## src/rtl/note_feeder.sv

```systemverilog
// Chart sequencer for the 5-bit note shifter: clears it at song start, then emits one ROM note and one shift pulse per tempo tick, and drains five empty slots at the end.
// All outputs except rom_addr/load_val are registered; pause freezes the tempo, and abort wipes the shifter and returns to idle without a done pulse.
module note_feeder #(
    parameter int TICK_DIV  = 12500000,
    parameter int CHART_LEN = 32,
    parameter int ADDR_W    = 5
) (
    input  logic              clock,
    input  logic              reset,
    input  logic              start,
    input  logic              abort,
    input  logic              pause,
    output logic [ADDR_W-1:0] rom_addr,
    input  logic              rom_data,
    output logic [4:0]        load_val,
    output logic              load_n,
    output logic              note_bit,
    output logic              shift,
    output logic              busy,
    output logic              done
);
    localparam int CNT_W = (TICK_DIV > 1) ? $clog2(TICK_DIV) : 1;
    localparam logic [CNT_W-1:0]  TERM = CNT_W'(TICK_DIV - 1);
    localparam logic [ADDR_W-1:0] LAST = ADDR_W'(CHART_LEN - 1);

    typedef enum logic [2:0] {IDLE, CLEAR, RUN, DRAIN, DONE} state_t;

    state_t            r_state;
    state_t            w_next;
    logic [CNT_W-1:0]  r_cnt;
    logic [ADDR_W-1:0] r_idx;
    logic [2:0]        r_drain;
    logic              r_abort;
    logic              w_play;
    logic              w_tick;

    assign rom_addr = r_idx;
    assign load_val = 5'b00000;

    // Abort and pause both suppress a tick that lands on the terminal count.
    assign w_play = (r_state == RUN) || (r_state == DRAIN);
    assign w_tick = w_play && !abort && !pause && (r_cnt == TERM);

    always_comb begin
        w_next = r_state;
        case (r_state)
            IDLE:  if (start) w_next = CLEAR;
            CLEAR: w_next = r_abort ? IDLE : RUN;
            RUN: begin
                if (abort)
                    w_next = CLEAR;
                else if (w_tick && (r_idx == LAST))
                    w_next = DRAIN;
            end
            DRAIN: begin
                if (abort)
                    w_next = CLEAR;
                else if (w_tick && (r_drain == 3'd4))
                    w_next = DONE;
            end
            DONE:    w_next = IDLE;
            default: w_next = IDLE;
        endcase
    end

    always_ff @(posedge clock or posedge reset) begin
        if (reset) begin
            r_state  <= IDLE;
            r_cnt    <= '0;
            r_idx    <= '0;
            r_drain  <= '0;
            r_abort  <= 1'b0;
            load_n   <= 1'b1;
            shift    <= 1'b0;
            note_bit <= 1'b0;
            busy     <= 1'b0;
            done     <= 1'b0;
        end else begin
            r_state <= w_next;
            load_n  <= (w_next != CLEAR);
            busy    <= (w_next != IDLE);
            done    <= (r_state == DONE);
            shift   <= w_tick;
            if (w_tick)
                note_bit <= (r_state == RUN) ? rom_data : 1'b0;

            case (r_state)
                IDLE: begin
                    if (start) begin
                        r_cnt   <= '0;
                        r_idx   <= '0;
                        r_drain <= '0;
                        r_abort <= 1'b0;
                    end
                end
                // The CLEAR cycle counts toward the first tick so the first
                // shift lands exactly TICK_DIV cycles after the load pulse.
                CLEAR: begin
                    r_cnt <= r_cnt + 1'b1;
                    r_idx <= '0;
                end
                RUN, DRAIN: begin
                    if (abort) begin
                        r_abort <= 1'b1;
                        r_cnt   <= '0;
                        r_idx   <= '0;
                    end else if (!pause) begin
                        r_cnt <= (r_cnt == TERM) ? '0 : r_cnt + 1'b1;
                        if (w_tick) begin
                            if (r_state == RUN)
                                r_idx <= (r_idx == LAST) ? '0 : r_idx + 1'b1;
                            else
                                r_drain <= r_drain + 1'b1;
                        end
                    end
                end
                default: ;
            endcase
        end
    end
endmodule

```

## config.mk

```make
export PLATFORM = sky130hd
export DESIGN_NAME = note_feeder
export DESIGN_NICKNAME = d
export VERILOG_FILES = /design/src/rtl/note_feeder.sv
export SDC_FILE = /design/constraint.sdc
export NUM_CORES = 1
export LEC_CHECK = 0
export CORE_MARGIN = 5
export CORE_UTILIZATION = 50
export CTS_BUF_LIST = sky130_fd_sc_hd__clkbuf_4 sky130_fd_sc_hd__clkbuf_8 sky130_fd_sc_hd__clkbuf_16
export DETAILED_ROUTE_END_ITERATION = 12
export PLACE_DENSITY = 0.77
export REMOVE_ABC_BUFFERS = 1
export SLEW_MARGIN = 15
export SYNTH_ARGS = -nofsm -noshare
export SYNTH_HDL_FRONTEND = slang
export SYNTH_SLANG_ARGS = --single-unit
```

## constraint.sdc

```tcl
create_clock -name clock -period 4.53 [get_ports clock]
set_clock_uncertainty 0.05 [all_clocks]
set_input_delay 1.359 -clock clock [delete_from_list [all_inputs] [get_ports clock]]
set_output_delay 1.359 -clock clock [all_outputs]
set_load 0.1 [all_outputs]
```

==> flow_summary_export.csv, run 1 <==
group,metric,value,unit
run_status,status,"complete, no violations",
sta,layout_setup_ws,1.175,ns
detailed_routing,drc_errors,0,
pwr,powerDensity,392.3,nW/um2
worst_setup_path,critPathBufInv,1,
yosys,synthArstFlopShare,100.0,%
clock_network,cts_buffers,5,
sta,layout_worst_path_cycle_share,74.06,%
clock_network,htreeDepth,2,
floorplan,io_pins,21,
worst_setup_path,cp_max_fo,1,
final_layout,layout_commonest_cell,"dfrtp_1",
grt,grt_first_pass_wirelength,7.941,mm
worst_setup_path,cp-endpoint,"load_n",
pwr,peakVddDrop,0.0003457,V
place,hpwl,3.103,mm
clock_network,ctsHoldBuffers,0,
clock_network,cts.reportedPaths.clkPinSlew,0.08,ns
min_path,min_path_type,"flop to flop",
detailed_routing,wl,4.363,mm
detailed_routing,via_per_inst,5.805,
floorplan,die-area,5958,um2
place,pre_cts_slack,1.013,ns
final_layout,utilization,57.82,%
sta,slew_headroom,34.69,%
worst_setup_path,r2r_start,"r_cnt[7]$_DFFE_PP0P_",
worst_setup_path,reg2reg_to,"r_cnt[17]$_DFFE_PP0P_",
yosys,yosysTopAreaCellShare,44.35,%
detailed_routing,vias,1701,
yosys,synth_cells,225,
worst_setup_path,critPathArrivalTime,1.95,ns
sta,setup_viol,0,
grt,grt_overflow,0,
worst_setup_path,crit_cells,1,
place,place.gp.congestion,0.8149,
clock_network,cts_sinks,41,
sta,slew_viol_final,0,
worst_setup_path,cp_slowest_cell,"clkdlybuf4s50_1",
final_layout,fillers,372,
worst_setup_path,worstPathCellList,"clkdlybuf4s50_1",
yosys,syn_area,2257,um2
detailed_routing,antenna_left,0,
clock_network,cts_root_buf,"clkbuf_8",
worst_setup_path,worstSetupPathType,"flop to output port",
clock_network,clk_latency,0.29,ns
yosys,syn_avg_cell_area,10.03,um2
worst_setup_path,crit_path_start,"load_n$_DFF_PP1_",
final_layout,seq_area,1027,um2
grt,grt_pass1_vias,1719,
worst_setup_path,critical_path_required,3.12,ns
yosys,ys_ff_latch,41,
yosys,seq_area_frac_synth,45.51,%
floorplan,num_rows,24,
worst_setup_path,r2r_slack,2.28,ns
floorplan,die_x,77.19,um
place,place_area,2426,um2
grt,grt_max_degree,42,
detailed_routing,drtIter0Drc,98,
sta,fin_tns_setup,0,ns
final_layout,syn_to_final_growth,11.53,%
clock_network,cts_max_path_buffers,2,
detailed_routing,wl_per_cell,14.89,um
clock_network,cts_resized,0,
sta,timing.fmax,298.1,MHz
worst_setup_path,end_kind,"output port",
pwr,p_leak,1.133,nW
sta,period_needed,3.355,ns
yosys,ys_types,51,
clock_network,cts_tree,"built",
worst_setup_path,path_delay_family,"buffers and inverters",
place,portBuffers,15,
floorplan,die_y,77.19,um
sta,worst_slew_pin_slew,0.9766,ns
clock_network,postCtsSetupRepairBufs,0,
floorplan,initial_core_util,51.84,%
final_layout,drive_gt1_share,11.20,%
worst_setup_path,crit_path_start_kind,"flop",
yosys,synthFlopType,"dfrtp_1",
final_layout,multi_input_area,1157,um2
final_layout,finalInstanceArea,2517,um2
yosys,synth_edf_count,0,
sta,hold_viol,0,
worst_setup_path,max_stage_delay,1.13,ns
floorplan,core,4354,um2
flow_run,max_cap_violations,0,
final_layout,nets,251,
worst_setup_path,ff2ff_path_depth,5,
detailed_routing,dr.pass1.iters,4,
final_layout,diodes,0,
sta,rsz0062_at_grt,"no",
yosys,synth_area_leaders,"dfrtp_1 (44%), xor2_1 (7.4%), nand4_1 (5.0%), nor2_1 (4.5%), ha_1 (2.8%)",
final_layout,final_cell_mix,"dfrtp_1 (40), nor2_1 (27), xor2_1 (19)",
yosys,synth_largest_area_cell,"dfrtp_1",
yosys,synth.yosys.warnings,0,
grt,antenna_found_initial,0,
grt,track_usage,16.03,%
pwr,power,0.0009875,W
-- per-layer routing --
layer	up-vias	track usage, %	share of wire [%]
met2	32	27.10	50
met3	8	3.630	3.6
met1	832	20.39	45
li1	829	-	-
met4	0	4.639	1.3
met5	-	0	0
-- per-stage QoR --
stage                     cells  hold slack (ns)
after floorplan             217           0.4099
after global placement      285           0.4248
after detailed placement    285           0.4443
after CTS                   293           0.4557
after global routing        293           0.4884
final                       293           0.4474
-- Yosys cell counts (5+ instances only) --
| library cell | number |
|---|---|
| and2_1 | 5 |
| and3_1 | 5 |
| buf_4 | 5 |
| dfrtp_1 | 40 |
| ha_1 | 5 |
| inv_1 | 5 |
| nand2_1 | 12 |
| nand3_1 | 10 |
| nand4_1 | 18 |
| nor2_1 | 27 |
| xor2_1 | 19 |
-- registers in the layout, summed over array words and instances (netlist names) --
| register | cells |
|---|---|
| done | 1 |
| r_cnt | 24 |
| r_drain | 3 |
| busy | 1 |
| shift | 1 |
| note_bit | 1 |
| rom_addr | 5 |
| r_abort | 1 |
| load_n | 1 |
| r_state | 3 |
-- power breakdown --
part	internal, W	switching [W]	leakage [nW]
logic	0.0000960	0.000221	0.540
registers	0.000398	0.0000341	0.556
clock network	0.000108	0.000131	0.0364
total	0.000602	0.000386	1.13
-- cells by family after synthesis --
group | after synthesis | synth area share [%]
other | 1 | 0.1661
xor gates and xnor gates | 20 | 7.761
AOI/OAI and AO/OA | 24 | 7.705
buffers and inverters | 17 | 3.881
adders and majority gates | 5 | 2.772
muxes | 2 | 0.8870
DFF | 41 | 45.51
and+or+nand+nor | 115 | 31.32
-- worst min-delay path by stage --
stage / startpoint / end / cells after the start
finish: r_drain[2]$_DFFE_PP0P_ / r_drain[2]$_DFFE_PP0P_ / 1
global route: r_drain[2]$_DFFE_PP0P_ / r_drain[2]$_DFFE_PP0P_ / 1
CTS: r_drain[2]$_DFFE_PP0P_ / r_drain[2]$_DFFE_PP0P_ / 1
detailed placement: r_drain[2]$_DFFE_PP0P_ / r_drain[2]$_DFFE_PP0P_ / 1
global placement: r_drain[2]$_DFFE_PP0P_ / r_drain[2]$_DFFE_PP0P_ / 1
floorplan: r_drain[2]$_DFFE_PP0P_ / r_drain[2]$_DFFE_PP0P_ / 1
-- layout make-up --
type / instances / share of cell area [%]
clock inverters: 3 / 0.8946
clock buffers: 5 / 2.734
inverters: 5 / 0.7455
flip-flops and latches: 41 / 40.81
well taps: 52 / 2.584
multi-input cells: 171 / 45.97
repair buffers: 16 / 6.262
Note: power is estimated with default switching activity, not from simulation.
==> run 2: changes to the inputs <==
==> constraint.sdc (replaced) <==
create_clock -name clock -period 3.43 [get_ports clock]
set_clock_uncertainty 0.05 [all_clocks]
set_input_delay 1.029 -clock clock [delete_from_list [all_inputs] [get_ports clock]]
set_output_delay 1.029 -clock clock [all_outputs]
set_load 0.1 [all_outputs]
==> run 2 against run 1 <==
Net effect:
- clock-buffer cell count stayed put
- combinational power up 33%
- global-route usage rose by 0.53 points
- cell count increased by 1.4%
- critical path depth up 4
- first-iteration DRC count decreased by 22%
- sequential cell count did not move
- clock power is 64% higher
- largest power group unchanged
==> flow_summary_export.csv, run 2 (same netlist as run 1, synthesis figures left out) <==
group,metric,value,unit
run_status,status,"complete, no violations",
detailed_routing,drtIter0Drc,76,
detailed_routing,dr.pass1.iters,4,
final_layout,final_cell_mix,"dfrtp_1 (40), nor2_1 (27), xor2_1 (19)",
sta,period_needed,2.757,ns
clock_network,clk_latency,0.30,ns
sta,rsz0062_at_grt,"no",
detailed_routing,drc_errors,0,
worst_setup_path,ff2ff_path_depth,6,
pwr,p_leak,1.187,nW
worst_setup_path,worstSetupPathType,"primary input to flop",
min_path,min_path_type,"flop to flop",
floorplan,io_pins,21,
clock_network,cts_resized,0,
worst_setup_path,r2r_start,"r_cnt[1]$_DFFE_PP0P_",
detailed_routing,vias,1684,
final_layout,diodes,0,
final_layout,regMostFlops,"r_cnt",
sta,layout_worst_path_cycle_share,80.37,%
worst_setup_path,cp_max_fo,22,
clock_network,cts_root_buf,"clkbuf_8",
clock_network,cts_buffers,5,
place,pre_cts_slack,0.3199,ns
place,hpwl,3.168,mm
sta,timing.fmax,362.7,MHz
floorplan,die_x,77.19,um
worst_setup_path,worstPathCellList,"clkdlybuf4s50_1 -> and3b_4 -> nor3_1 -> o221a_2 -> nor2_1",
sta,whs,0.4552,ns
detailed_routing,wl_per_cell,15.05,um
grt,antenna_found_initial,0,
sta,hold_viol,0,
worst_setup_path,max_stage_delay,0.56,ns
worst_setup_path,critical_path_required,3.54,ns
detailed_routing,antenna_left,0,
worst_setup_path,crit_path_start,"abort",
worst_setup_path,critPathBufInv,1,
final_layout,largest_reg_flops,24,
clock_network,cts_sinks,41,
place,place.gp.congestion,0.8110,
worst_setup_path,cp_slowest_cell,"o221a_2",
worst_setup_path,critPathArrivalTime,2.87,ns
detailed_routing,wl,4.471,mm
grt,grt_first_pass_wirelength,8.086,mm
min_path,hold_start,"r_drain[2]$_DFFE_PP0P_",
clock_network,postCtsSetupRepairBufs,0,
worst_setup_path,crit_path_start_kind,"primary input",
sta,layout_setup_ws,0.6732,ns
grt,grt_overflow,0,
pwr,peakVddDrop,0.0003941,V
floorplan,die-area,5958,um2
final_layout,syn_to_final_growth,12.80,%
floorplan,initial_core_util,51.84,%
floorplan,num_rows,24,
flow_run,max_cap_violations,0,
clock_network,ctsHoldBuffers,0,
final_layout,fillers,355,
clock_network,cts_max_path_buffers,2,
grt,track_usage,16.56,%
clock_network,htreeDepth,2,
final_layout,layout_commonest_cell,"dfrtp_1",
sta,worst_slew_pin_slew,0.6309,ns
clock_network,cts_tree,"built",
worst_setup_path,cp-endpoint,"r_cnt[4]$_DFFE_PP0P_",
grt,grt_max_degree,23,
worst_setup_path,reg2reg_to,"r_cnt[4]$_DFFE_PP0P_",
final_layout,nets,255,
pwr,powerDensity,544.4,nW/um2
sta,setup_viol,0,
sta,slew_headroom,57.59,%
clock_network,cts.reportedPaths.clkPinSlew,0.09,ns
place,portBuffers,15,
worst_setup_path,path_delay_family,"simple AND/OR/NAND/NOR gates",
worst_setup_path,end_kind,"flop",
worst_setup_path,r2r_slack,1.21,ns
sta,fin_tns_setup,0,ns
sta,slew_viol_final,0,
floorplan,die_y,77.19,um
detailed_routing,via_per_inst,5.670,
worst_setup_path,crit_cells,5,
floorplan,core,4354,um2
final_layout,drive_gt1_share,16.73,%
grt,grt_pass1_vias,1713,
==> run 2: worst min path at each step <==
stage / endpoint / cells past startpoint
global route: r_drain[2]$_DFFE_PP0P_ / 1
CTS: r_drain[2]$_DFFE_PP0P_ / 1
floorplan: r_drain[2]$_DFFE_PP0P_ / 1
detailed placement: r_drain[2]$_DFFE_PP0P_ / 1
global placement: r_drain[2]$_DFFE_PP0P_ / 1
finish: r_drain[2]$_DFFE_PP0P_ / 1
==> run 2: per-layer routing <==
metal	vias to the layer above	share of wire, %	track usage, %
li1	836	-	-
met1	818	45	21.09
met2	25	51	27.44
met3	5	3.0	3.864
met4	0	1.3	5.670
met5	-	0	0
==> run 2: where the power goes <==
group          switching [W]  internal, W
Sequential         0.0000478     0.000526
Combinational       0.000293     0.000129
Clock               0.000174     0.000218
==> run 2: area by class of cell <==
class                           count  area [um2]  area share, %
Sequential cell                    41        1027          40.34
Multi-Input combinational cell    171        1157          45.45
Clock inverter                      3       46.29          1.818
Inverter                            5       18.77         0.7371
Timing Repair Buffer               20       162.7          6.388
Clock buffer                        5       68.82          2.703
Tap cell                           52       65.06          2.555
==> run 2: through the flow <==
stage / utilization (%) / power [W] / cells / area (um2)
detailed placement: 55.83 / 0.001009 / 289 / 2431
CTS: 58.48 / 0.001404 / 297 / 2546
floorplan: - / 0.0009008 / 217 / 2203
global placement: 55.83 / 0.0009954 / 289 / 2431
finish: 58.48 / 0.001386 / 297 / 2546
global route: 58.48 / 0.001474 / 297 / 2546
